**src/rtl/i2c_master_scheduler.sv**
```systemverilog
// rtl/i2c_master_scheduler.sv - round-robin arbiter and transaction sequencer for the I2C master driver
module i2c_master_scheduler #(
    parameter int ADDR_WIDTH = 7,
    parameter int LEN_WIDTH  = 4,
    parameter int TIMEOUT    = 1024,
    parameter int GAP        = 4
) (
    input  logic                  clk,
    input  logic                  rst,
    input  logic [1:0]            req,
    input  logic [ADDR_WIDTH-1:0] req_addr0,
    input  logic [ADDR_WIDTH-1:0] req_addr1,
    input  logic                  req_rw0,
    input  logic                  req_rw1,
    input  logic [LEN_WIDTH-1:0]  req_len0,
    input  logic [LEN_WIDTH-1:0]  req_len1,
    output logic [1:0]            grant,
    output logic [1:0]            done,
    output logic [1:0]            err,
    output logic                  busy,
    output logic                  drv_start,
    output logic [ADDR_WIDTH-1:0] drv_addr,
    output logic                  drv_rw,
    input  logic                  drv_byte,
    input  logic                  drv_nack,
    input  logic                  drv_stop
);

    localparam logic [2:0] S_IDLE      = 3'd0;
    localparam logic [2:0] S_START     = 3'd1;
    localparam logic [2:0] S_XFER      = 3'd2;
    localparam logic [2:0] S_WAIT_STOP = 3'd3;
    localparam logic [2:0] S_GAP_WAIT  = 3'd4;

    localparam int WD_W  = $clog2(TIMEOUT + 1);
    localparam int GAP_W = $clog2(GAP + 1);

    logic [2:0]           state;
    logic                 last;
    logic                 owner;
    logic [LEN_WIDTH-1:0] len_q;
    logic [LEN_WIDTH-1:0] cnt;
    logic                 err_flag;
    logic [WD_W-1:0]      wd;
    logic [GAP_W-1:0]     gap_cnt;

    logic                 pick;
    logic [1:0]           owner_oh;
    logic                 count_full;
    logic                 timeout_hit;

    // Round-robin pick: with both pending, the requester that did not own the bus last wins.
    always_comb begin
        pick = req[1];
        if (req == 2'b11) begin
            pick = ~last;
        end
    end

    assign owner_oh    = owner ? 2'b10 : 2'b01;
    assign count_full  = drv_byte && (({1'b0, cnt} + {{LEN_WIDTH{1'b0}}, 1'b1}) == {1'b0, len_q});
    assign timeout_hit = (wd == WD_W'(TIMEOUT - 1));

    // Transaction sequencer: arbitration, driver kick-off, byte counting, watchdog and inter-transaction gap.
    always_ff @(posedge clk) begin
        if (rst) begin
            state     <= S_IDLE;
            last      <= 1'b1;
            owner     <= 1'b0;
            len_q     <= '0;
            cnt       <= '0;
            err_flag  <= 1'b0;
            wd        <= '0;
            gap_cnt   <= '0;
            grant     <= 2'b00;
            done      <= 2'b00;
            err       <= 2'b00;
            busy      <= 1'b0;
            drv_start <= 1'b0;
            drv_addr  <= '0;
            drv_rw    <= 1'b0;
        end else begin
            grant     <= 2'b00;
            done      <= 2'b00;
            err       <= 2'b00;
            drv_start <= 1'b0;
            case (state)
                S_IDLE: begin
                    if (|req) begin
                        owner    <= pick;
                        grant    <= pick ? 2'b10 : 2'b01;
                        busy     <= 1'b1;
                        drv_addr <= pick ? req_addr1 : req_addr0;
                        drv_rw   <= pick ? req_rw1 : req_rw0;
                        len_q    <= pick ? req_len1 : req_len0;
                        state    <= S_START;
                    end
                end
                S_START: begin
                    cnt      <= '0;
                    err_flag <= 1'b0;
                    wd       <= '0;
                    if (len_q == '0) begin
                        // Nothing to move: report and skip the driver entirely.
                        err     <= owner_oh;
                        gap_cnt <= '0;
                        state   <= S_GAP_WAIT;
                    end else begin
                        drv_start <= 1'b1;
                        state     <= S_XFER;
                    end
                end
                S_XFER: begin
                    wd <= wd + WD_W'(1);
                    if (drv_stop) begin
                        // STOP wins over every other event; only a completing byte makes it a success.
                        if (count_full && !drv_nack) begin
                            done <= owner_oh;
                        end else begin
                            err <= owner_oh;
                        end
                        gap_cnt <= '0;
                        state   <= S_GAP_WAIT;
                    end else if (drv_nack) begin
                        err_flag <= 1'b1;
                        if (drv_byte) begin
                            cnt <= cnt + LEN_WIDTH'(1);
                        end
                        wd    <= '0;
                        state <= S_WAIT_STOP;
                    end else if (drv_byte) begin
                        cnt <= cnt + LEN_WIDTH'(1);
                        wd  <= '0;
                        if (count_full) begin
                            state <= S_WAIT_STOP;
                        end
                    end else if (timeout_hit) begin
                        err     <= owner_oh;
                        gap_cnt <= '0;
                        state   <= S_GAP_WAIT;
                    end
                end
                S_WAIT_STOP: begin
                    wd <= wd + WD_W'(1);
                    if (drv_stop) begin
                        if (err_flag || drv_nack) begin
                            err <= owner_oh;
                        end else begin
                            done <= owner_oh;
                        end
                        gap_cnt <= '0;
                        state   <= S_GAP_WAIT;
                    end else begin
                        if (drv_nack) begin
                            err_flag <= 1'b1;
                        end
                        // Surplus bytes keep the watchdog alive but never advance the saturated count.
                        if (drv_byte) begin
                            wd <= '0;
                        end else if (timeout_hit) begin
                            err     <= owner_oh;
                            gap_cnt <= '0;
                            state   <= S_GAP_WAIT;
                        end
                    end
                end
                S_GAP_WAIT: begin
                    if (gap_cnt == GAP_W'(GAP - 1)) begin
                        last  <= owner;
                        busy  <= 1'b0;
                        state <= S_IDLE;
                    end else begin
                        gap_cnt <= gap_cnt + GAP_W'(1);
                    end
                end
                default: begin
                    state <= S_IDLE;
                    busy  <= 1'b0;
                end
            endcase
        end
    end

endmodule

```
**config.mk**
```make
export PLATFORM = sky130hd
export DESIGN_NAME = i2c_master_scheduler
export DESIGN_NICKNAME = d
export VERILOG_FILES = /design/src/rtl/i2c_master_scheduler.sv
export SDC_FILE = /design/constraint.sdc
export NUM_CORES = 1
export LEC_CHECK = 0
export CELL_PAD_IN_SITES_DETAIL_PLACEMENT = 1
export CELL_PAD_IN_SITES_GLOBAL_PLACEMENT = 2
export CORE_ASPECT_RATIO = 0.8
export CORE_MARGIN = 2
export CORE_UTILIZATION = 30
export CTS_CLUSTER_DIAMETER = 80
export DETAILED_ROUTE_END_ITERATION = 7
export PLACE_DENSITY = 0.86
export SYNTH_ARGS = -nofsm -noshare
export SYNTH_HDL_FRONTEND = slang
export SYNTH_SLANG_ARGS = --single-unit
```
**constraint.sdc**
```tcl
create_clock -name clk -period 5.25 [get_ports clk]
set_input_delay 0.7875 -clock clk [delete_from_list [all_inputs] [get_ports clk]]
set_output_delay 0.7875 -clock clk [all_outputs]
set_load 0.05 [all_outputs]
```
==> flow_metrics.py, run 1 <==
metrics = {
    "power": {
        "p_leak_nw": 1.01,
        "power_frac_clock_pct": 18.5,
        "p_seq_share_pct": 35.5,
        "intPower_mw": 0.794,
        "p_switching_mw": 0.637,
        "switching_share_pct": 44.5,
        "vdd_drop_max_mv": 0.181,
        "power_density_mw_per_mm2": 492,
        "combPwrFrac_pct": 45.9,
    },
    "clocking": {
        "clock_sinks": 44,
        "clock_latency_ns": 0.31,
        "cts.reportedPaths.clkPinSlew_ns": 0.08,
        "root_buffer": "clkbuf_8",
        "h-tree-depth": 2,
        "cts_setup_buffers": 0,
        "hold_buffers": 0,
        "cts_tree": "done",
        "cts-resized-gates": 0,
        "ctsLongestPathBuffers": 2,
        "cts_buffers": 5,
    },
    "min_path": {
        "worstHoldPathCells": 1,
        "hold_start": "last",
        "min_path_type": "flop to flop",
        "min_to": "last",
    },
    "grt": {
        "grt_first_pass_wirelength_mm": 9.82,
        "grt_usage_pct": 15.2,
        "grt_overflow": 0,
        "grt_pass1_vias": 2034,
        "antenna_found_initial": 0,
        "grt_max_degree": 36,
    },
    "sta": {
        "fin_ws_ns": 2.73,
        "relSlewSlack_pct": 15.6,
        "fin_tns_setup_ns": 0,
        "drv_slew": 0,
        "setup_viol": 0,
        "final-hold-violation-count": 0,
        "fin_worst_skew_ns": 0.0167,
        "worstMarginPinSlew_ns": 1.26,
        "rsz0062_at_grt": "no",
        "timing.fmax_mhz": 397,
        "fin_crit_ns": 2.52,
        "period_share_pct": 47.9,
    },
    "worst_setup_path": {
        "ff2ff_path_depth": 5,
        "path_class": "input pin to flop",
        "r2r_slack_ns": 2.93,
        "critPathLaunchType": "input pin",
        "crit_arrival_ns": 2.73,
        "path_max_fanout": 26,
        "rr_endpoint": "gap_cnt[2]",
        "cp-end-kind": "flop",
        "r2r_start": "state[1]",
        "cp_data_required_time_ns": 5.46,
    },
    "die": {
        "die_width_um": 101,
        "io_pins": 47,
        "rows": 28,
        "start_util_pct": 30.8,
        "die_y_um": 82.0,
        "core-area_mm2": 0.00739,
        "dieArea_mm2": 0.00832,
    },
    "final_layout": {
        "drive_gt1_share_pct": 6.27,
        "area_growth_pct": 27.6,
        "layout.nets": 337,
        "diodes": 0,
        "fin_util_pct": 39.4,
    },
    "yosys": {
        "synth_cells": 263,
        "avgSynthCellArea_um2": 8.67,
        "synth-seq-cells": 44,
        "synth_flop_cell": "dfxtp_1",
        "ys_seq_area_share_pct": 38.6,
        "yosysWarnings": 0,
        "async_flop_share_pct": 0,
        "synth-edff-count": 0,
        "ys_types": 49,
        "synth_nets": 298,
        "syn_area_mm2": 0.00228,
    },
    "placed_design": {
        "hpwl_mm": 4.38,
        "port_buffers": 46,
        "place_ws_ns": 2.37,
        "gp_congestion": 0.763,
    },
    "run": {
        "cap_violations": 0,
    },
    "drt": {
        "drc": 0,
        "viasPerCell": 4.97,
        "wl_mm": 6.01,
        "wl_per_cell_um": 14.7,
        "ant_nets": 0,
        "vias": 2029,
        "first_pass_iters": 4,
        "first_iter_violations": 78,
    },
    "run_status": {
        "outcome": "complete, no violations",
    },
}
-- sequential cells by signal, indices dropped and copies added (netlist names) --
register	flops
wd	11
drv_addr	7
cnt	4
len_q	4
gap_cnt	3
state	3
done	2
err	2
grant	2
busy	1
drv_rw	1
drv_start	1
err_flag	1
last	1
owner	1
-- through the flow --
stage                     std cells  hold WS (ns)  total power [mW]  instance area [um2]
after global routing            408         0.522              1.53                 2910
after CTS                       408         0.500              1.45                 2910
final                           408         0.497              1.43                 2910
after global placement          400         0.473              1.16                 2800
after detailed placement        400         0.480              1.18                 2800
after floorplan                 263         0.450             0.976                 2280
-- routing by layer --
| metal | GRT usage [%] | wire (um) | vias to the layer above |
|---|---|---|---|
| met5 | 0 | 0 | - |
| met1 | 20.5 | 2970 | 973 |
| met3 | 2.98 | 169 | 8 |
| met4 | 5.27 | 84 | 0 |
| met2 | 24.1 | 2790 | 32 |
| li1 | - | - | 1016 |
-- worst max-delay path, stage by stage --
cell and delay, ns:
clkdlybuf4s50_1 0.53, nor2_1 0.10, nor4_4 0.95, nor2_1 0.08
a211oi_1 0.28
-- cells by family after synthesis --
kind of cell / after synthesis / share of synthesized area (%)
flops: 44 / 38.6
simple gates: 103 / 24.0
fa+ha+maj: 4 / 2.20
compound gates: 61 / 18.4
mux: 15 / 6.59
xor+xnor: 15 / 5.76
buf+inv: 21 / 4.39
-- cell type report --
cell class | instances | area [um2]
fill | 896 | 4480
multi-input combinational | 198 | 1300
sequential | 44 | 881
timing repair buffer | 47 | 468
tap | 105 | 131
clock buffer | 6 | 72.6
clock inverter | 2 | 35.0
inverter | 6 | 22.5
-- cells in the mapped netlist (3+ instances only) --
cell,count,share of area (%)
nand2b_1,6,1.6
clkbuf_1,9,1.5
nor2_1,43,7.1
nand3b_1,3,0.99
buf_2,3,0.66
nand3_1,5,1.1
a21oi_1,13,2.9
xnor2_1,9,3.5
a31o_2,3,1.2
o21ai_0,14,3.1
ha_1,4,2.2
mux2i_1,15,6.6
nand2_1,17,2.8
a211oi_1,12,4.0
dfxtp_1,44,39
xor2_1,6,2.3
nor3_1,8,1.8
inv_1,6,0.99
and3_1,4,1.1
-- cell usage in the layout (no fill, tap or decap), types with 5 or more instances in the layout --
| cell type | Yosys | final |
|---|---|---|
| nand3_1 | 5 | 5 |
| xnor2_1 | 9 | 9 |
| a211oi_1 | 12 | 12 |
| a21oi_1 | 13 | 13 |
| nand2_1 | 17 | 17 |
| xor2_1 | 6 | 6 |
| clkbuf_8 | 1 | 5 |
| nor2_1 | 43 | 43 |
| inv_1 | 6 | 6 |
| dfxtp_1 | 44 | 44 |
| nand2b_1 | 6 | 6 |
| mux2i_1 | 15 | 15 |
| o21ai_0 | 14 | 14 |
| nor3_1 | 8 | 8 |
| clkdlybuf4s50_1 | 0 | 46 |
-- power by group through the flow --
stage | registers [mW] | logic (mW) | clock network [mW]
finish | 0.509 | 0.657 | 0.265
global route | 0.526 | 0.717 | 0.287
CTS | 0.511 | 0.664 | 0.274
detailed placement | 0.519 | 0.660 | 0
global placement | 0.514 | 0.648 | 0
floorplan | 0.593 | 0.383 | 0
-- how the worst max path moves through the flow --
stage                              to      from  slack, ns  cells after the start
after global placement       len_q[3]    req[0]       2.53                      5
after detailed placement  drv_addr[3]    req[0]       2.37                      5
after global routing      drv_addr[3]    req[0]       2.52                      5
after CTS                 drv_addr[1]    req[0]       2.70                      5
after floorplan            gap_cnt[2]  drv_stop       3.25                      6
final                     drv_addr[1]    req[0]       2.73                      5
No activity file was read; power rests on OpenSTA's default activity.
==> inputs of run 2 (changes only) <==
clock period = 2.5 ns   (was 5.25 ns; I/O delays follow)
==> flow_metrics.py, run 2 (same netlist as run 1, synthesis figures left out) <==
metrics = {
    "final_layout": {
        "drive_gt1_share_pct": 9.29,
        "seqCellArea_um2": 881,
        "fill_cells": 851,
        "largest_registers": "wd x11, drv_addr x7",
        "diodes": 0,
        "multiInputGateArea_mm2": 0.00130,
        "final_cell_mix": "clkdlybuf4s50_1 (46), dfxtp_1 (44), nor2_1 (43)",
        "largest_reg_flops": 11,
        "layout.nets": 346,
        "design_area_mm2": 0.00300,
        "regMostFlops": "wd",
        "final_common_cell": "clkdlybuf4s50_1",
        "area_growth_pct": 31.4,
    },
    "clocking": {
        "cts_setup_buffers": 0,
        "root_buffer": "clkbuf_8",
        "h-tree-depth": 2,
        "cts_buffers": 5,
        "clock_sinks": 44,
        "hold_buffers": 0,
        "cts.reportedPaths.clkPinSlew_ns": 0.09,
        "cts-resized-gates": 0,
        "clock_latency_ns": 0.31,
        "ctsLongestPathBuffers": 2,
        "cts_tree": "done",
    },
    "worst_setup_path": {
        "critPathLaunchType": "flop",
        "cp-end-kind": "flop",
        "path_class": "flop to flop",
        "crit_arrival_ns": 2.22,
        "path_max_fanout": 6,
        "cp_data_required_time_ns": 2.74,
    },
    "die": {
        "die_width_um": 101,
        "dieArea_mm2": 0.00832,
        "rows": 28,
        "start_util_pct": 30.8,
        "die_y_um": 82.0,
        "core-area_mm2": 0.00739,
        "io_pins": 47,
    },
    "grt": {
        "grt_max_degree": 23,
        "grt_usage_pct": 14.9,
        "grt_overflow": 0,
        "grt_first_pass_wirelength_mm": 9.67,
        "grt_pass1_vias": 1966,
        "antenna_found_initial": 0,
    },
    "drt": {
        "drc": 0,
        "ant_nets": 0,
        "wl_per_cell_um": 14.2,
        "first_pass_iters": 4,
        "viasPerCell": 4.86,
        "wl_mm": 5.92,
        "vias": 2027,
        "first_iter_violations": 50,
    },
    "power": {
        "p_leak_nw": 1.06,
        "p_switching_mw": 1.34,
        "power_frac_clock_pct": 19.7,
        "power_density_mw_per_mm2": 1050,
        "intPower_mw": 1.80,
        "p_seq_share_pct": 32.5,
        "vdd_drop_max_mv": 0.499,
        "switching_share_pct": 42.8,
        "combPwrFrac_pct": 47.9,
    },
    "sta": {
        "relSlewSlack_pct": 58.4,
        "hold_ws_ns": 0.479,
        "fin_tns_setup_ns": 0,
        "fin_crit_ns": 1.97,
        "final-hold-violation-count": 0,
        "rsz0062_at_grt": "no",
        "period_share_pct": 79.0,
        "worstMarginPinSlew_ns": 0.623,
        "timing.fmax_mhz": 506,
        "drv_slew": 0,
        "fin_ws_ns": 0.525,
        "fin_worst_skew_ns": 0.00690,
        "setup_viol": 0,
    },
    "placed_design": {
        "hpwl_mm": 4.48,
        "gp_congestion": 0.743,
        "place_ws_ns": 0.331,
        "port_buffers": 46,
        "place_area_mm2": 0.00287,
    },
    "run_status": {
        "outcome": "complete, no violations",
    },
    "run": {
        "cap_violations": 0,
    },
    "min_path": {
        "min_path_type": "flop to flop",
    },
}
run 2: cell count changes in the layout (fill, tap and decap cells not counted), sizes merged:
cell	previous run	this run
clkbuf	6	7
buf	1	10
clkinv	1	0
run 2: critical path, stage by stage (launching register included):
cell     delay [ns]
dfxtp_1        0.38
ha_1           0.21
nand3_2        0.12
nor4_4         0.41
nor3_2         0.13
or4_1          0.52
a21oi_1        0.14
run 2: path summary, 6_finish.rpt:
check,startpoint,end,slack [ns],cells past startpoint
max reg2reg,wd[0],gap_cnt[2],0.53,6
min reg2reg,gap_cnt[2],gap_cnt[2],0.48,2
max,wd[0],gap_cnt[2],0.53,6
min,gap_cnt[2],gap_cnt[2],0.48,2
run 2: per-stage QoR:
stage | util [%] | std cells | power (mW)
3_5_place_dp | 38.8 | 409 | 2.55
4_1_cts | 40.5 | 417 | 3.17
2_1_floorplan | - | 263 | 2.05
6_report | 40.5 | 417 | 3.14
3_3_place_gp | 38.8 | 409 | 2.53
5_1_grt | 40.5 | 417 | 3.35
run 2: power by group through the flow:
stage | registers [mW] | clock network, mW | logic (mW)
floorplan | 1.25 | 0 | 0.805
global placement | 1.03 | 0 | 1.49
detailed placement | 1.03 | 0 | 1.51
CTS | 1.02 | 0.626 | 1.52
global route | 1.05 | 0.661 | 1.64
finish | 1.02 | 0.618 | 1.50
run 2: final cells by class:
| cell class | count | share of cell area (%) |
|---|---|---|
| multi-input cells | 198 | 43.4 |
| flip-flops and latches | 44 | 29.4 |
| repair buffers | 56 | 17.9 |
| well taps | 105 | 4.39 |
| clock buffers | 7 | 3.22 |
| clock inverters | 1 | 1.00 |
| inverters | 6 | 0.752 |
run 2: layer usage:
| metal | track usage (%) | wire, um |
|---|---|---|
| met2 | 23.0 | 2720 |
| met4 | 5.41 | 74 |
| met1 | 20.3 | 2960 |
| met3 | 3.40 | 171 |
| met5 | 0 | 0 |
==> inputs of run 3 (changes only) <==
clock period = 1.9 ns   (was 2.5 ns; I/O delays follow)
==> flow_metrics.py, run 3 (same netlist as run 1, synthesis figures left out) <==
metrics = {
    "die": {
        "die_y_um": 82.0,
        "rows": 28,
        "io_pins": 47,
        "die_width_um": 101,
        "start_util_pct": 30.8,
        "core-area_mm2": 0.00739,
        "dieArea_mm2": 0.00832,
    },
    "grt": {
        "grt_usage_pct": 15.9,
        "grt_pass1_vias": 2122,
        "grt_max_degree": 27,
        "grt_first_pass_wirelength_mm": 10.3,
        "antenna_found_initial": 0,
        "grt_overflow": 0,
    },
    "power": {
        "power_density_mw_per_mm2": 1350,
        "p_seq_share_pct": 30.9,
        "switching_share_pct": 42.9,
        "intPower_mw": 2.51,
        "p_switching_mw": 1.88,
        "power_frac_clock_pct": 16.5,
        "combPwrFrac_pct": 52.5,
        "vdd_drop_max_mv": 0.638,
        "p_leak_nw": 1.18,
    },
    "sta": {
        "hold_ws_ns": 0.490,
        "fin_crit_ns": 1.83,
        "fin_tns_setup_ns": 0,
        "fin_ws_ns": 0.0696,
        "worstMarginPinSlew_ns": 0.524,
        "timing.fmax_mhz": 546,
        "fin_worst_skew_ns": 0.00768,
        "setup_viol": 0,
        "relSlewSlack_pct": 65.0,
        "period_share_pct": 96.3,
        "drv_slew": 0,
        "final-hold-violation-count": 0,
    },
    "worst_setup_path": {
        "worstSetupEndpoint": "gap_cnt[2]",
        "ff2ff_path_depth": 7,
        "cp-end-kind": "flop",
        "crit_arrival_ns": 2.07,
        "path_max_fanout": 4,
        "critPathLaunchType": "flop",
        "path_class": "flop to flop",
        "r2r_start": "wd[1]",
        "startpoint": "wd[1]",
        "cp_data_required_time_ns": 2.14,
        "r2r_slack_ns": 0.07,
        "rr_endpoint": "gap_cnt[2]",
    },
    "min_path": {
        "min_path_type": "flop to flop",
    },
    "run": {
        "cap_violations": 0,
    },
    "placed_design": {
        "place_ws_ns": -0.0993,
        "port_buffers": 46,
        "placedCellCount": 430,
        "hpwl_mm": 4.91,
        "gp_congestion": 0.807,
    },
    "final_layout": {
        "regMostFlops": "wd",
        "diodes": 0,
        "largest_registers": "wd x11, drv_addr x7",
        "fin_util_pct": 44.1,
        "largest_reg_flops": 11,
        "layout.nets": 369,
        "layoutNonFillerInstCount": 440,
        "area_growth_pct": 42.9,
        "fill_cells": 888,
        "final_cell_mix": "clkdlybuf4s50_1 (46), dfxtp_1 (44), nor2_1 (43)",
        "drive_gt1_share_pct": 17.9,
        "final_common_cell": "clkdlybuf4s50_1",
    },
    "drt": {
        "vias": 2125,
        "first_pass_iters": 4,
        "first_iter_violations": 16,
        "wl_per_cell_um": 14.6,
        "ant_nets": 0,
        "viasPerCell": 4.83,
        "drc": 0,
        "wl_mm": 6.44,
    },
    "clocking": {
        "ctsLongestPathBuffers": 2,
        "hold_buffers": 0,
        "cts_tree": "done",
        "cts_buffers": 5,
        "clock_latency_ns": 0.30,
        "root_buffer": "clkbuf_8",
        "h-tree-depth": 2,
        "cts.reportedPaths.clkPinSlew_ns": 0.09,
        "clock_sinks": 44,
    },
    "run_status": {
        "outcome": "complete, no violations",
    },
}
==> run 3: worst min-delay path by stage <==
stage	from	end	slack [ns]	cells after the start
6_report	last	last	0.49	1
4_1_cts	last	last	0.50	1
2_1_floorplan	gap_cnt[2]	gap_cnt[2]	0.45	2
3_3_place_gp	gap_cnt[2]	gap_cnt[2]	0.46	2
5_1_grt	gap_cnt[1]	gap_cnt[1]	0.52	2
3_5_place_dp	gap_cnt[2]	gap_cnt[2]	0.47	2
==> run 3: final cells by class <==
class	count	area, um2	area share [%]
Sequential cell	44	881	27.0
Inverter	6	22.5	0.691
Clock inverter	3	42.5	1.31
Tap cell	105	131	4.03
Multi-Input combinational cell	198	1370	41.9
Clock buffer	5	68.8	2.11
Timing Repair Buffer	79	746	22.9
==> run 3: power by group through the flow <==
stage                     sequential, mW  clock [mW]  combinational, mW
final                               1.36       0.726               2.31
after global placement              1.35           0               2.19
after CTS                           1.34       0.751               2.27
after global routing                1.39       0.786               2.49
after floorplan                     1.64           0               1.06
after detailed placement            1.36           0               2.25
==> run 3: critical path, stage by stage, from the launching register on <==
cell and delay [ns]:
dfxtp_1 0.35, ha_2 0.20, nand3_2 0.11, nor4_4 0.22, buf_4 0.17, nor3_2 0.04, or4_4 0.53, a21oi_2 0.14
==> run 3: repair_timing <==
| action | 4_1_cts | 5_1_grt |
|---|---|---|
| setup endpoints to repair | 2 | 6 |
| pin swaps | 2 | 1 |
| resized for setup | 0 | 10 |
| buffers inserted | 1 | 1 |
==> run 3: metrics by stage <==
step / power [mW] / cell area (um2)
6_report: 4.39 / 3260
5_1_grt: 4.66 / 3260
4_1_cts: 4.36 / 3180
3_5_place_dp: 3.60 / 3060
3_3_place_gp: 3.54 / 3060
2_1_floorplan: 2.70 / 2280
==> run 3: metal layers <==
layer | routed length, um | share of wire [%] | global-route usage, % | vias to the layer above
met5 | 0 | 0 | 0 | -
met4 | 79 | 1.2 | 6.08 | 0
met3 | 164 | 2.5 | 3.32 | 7
met2 | 3070 | 48 | 25.7 | 25
met1 | 3130 | 49 | 20.8 | 1009
li1 | - | - | - | 1084
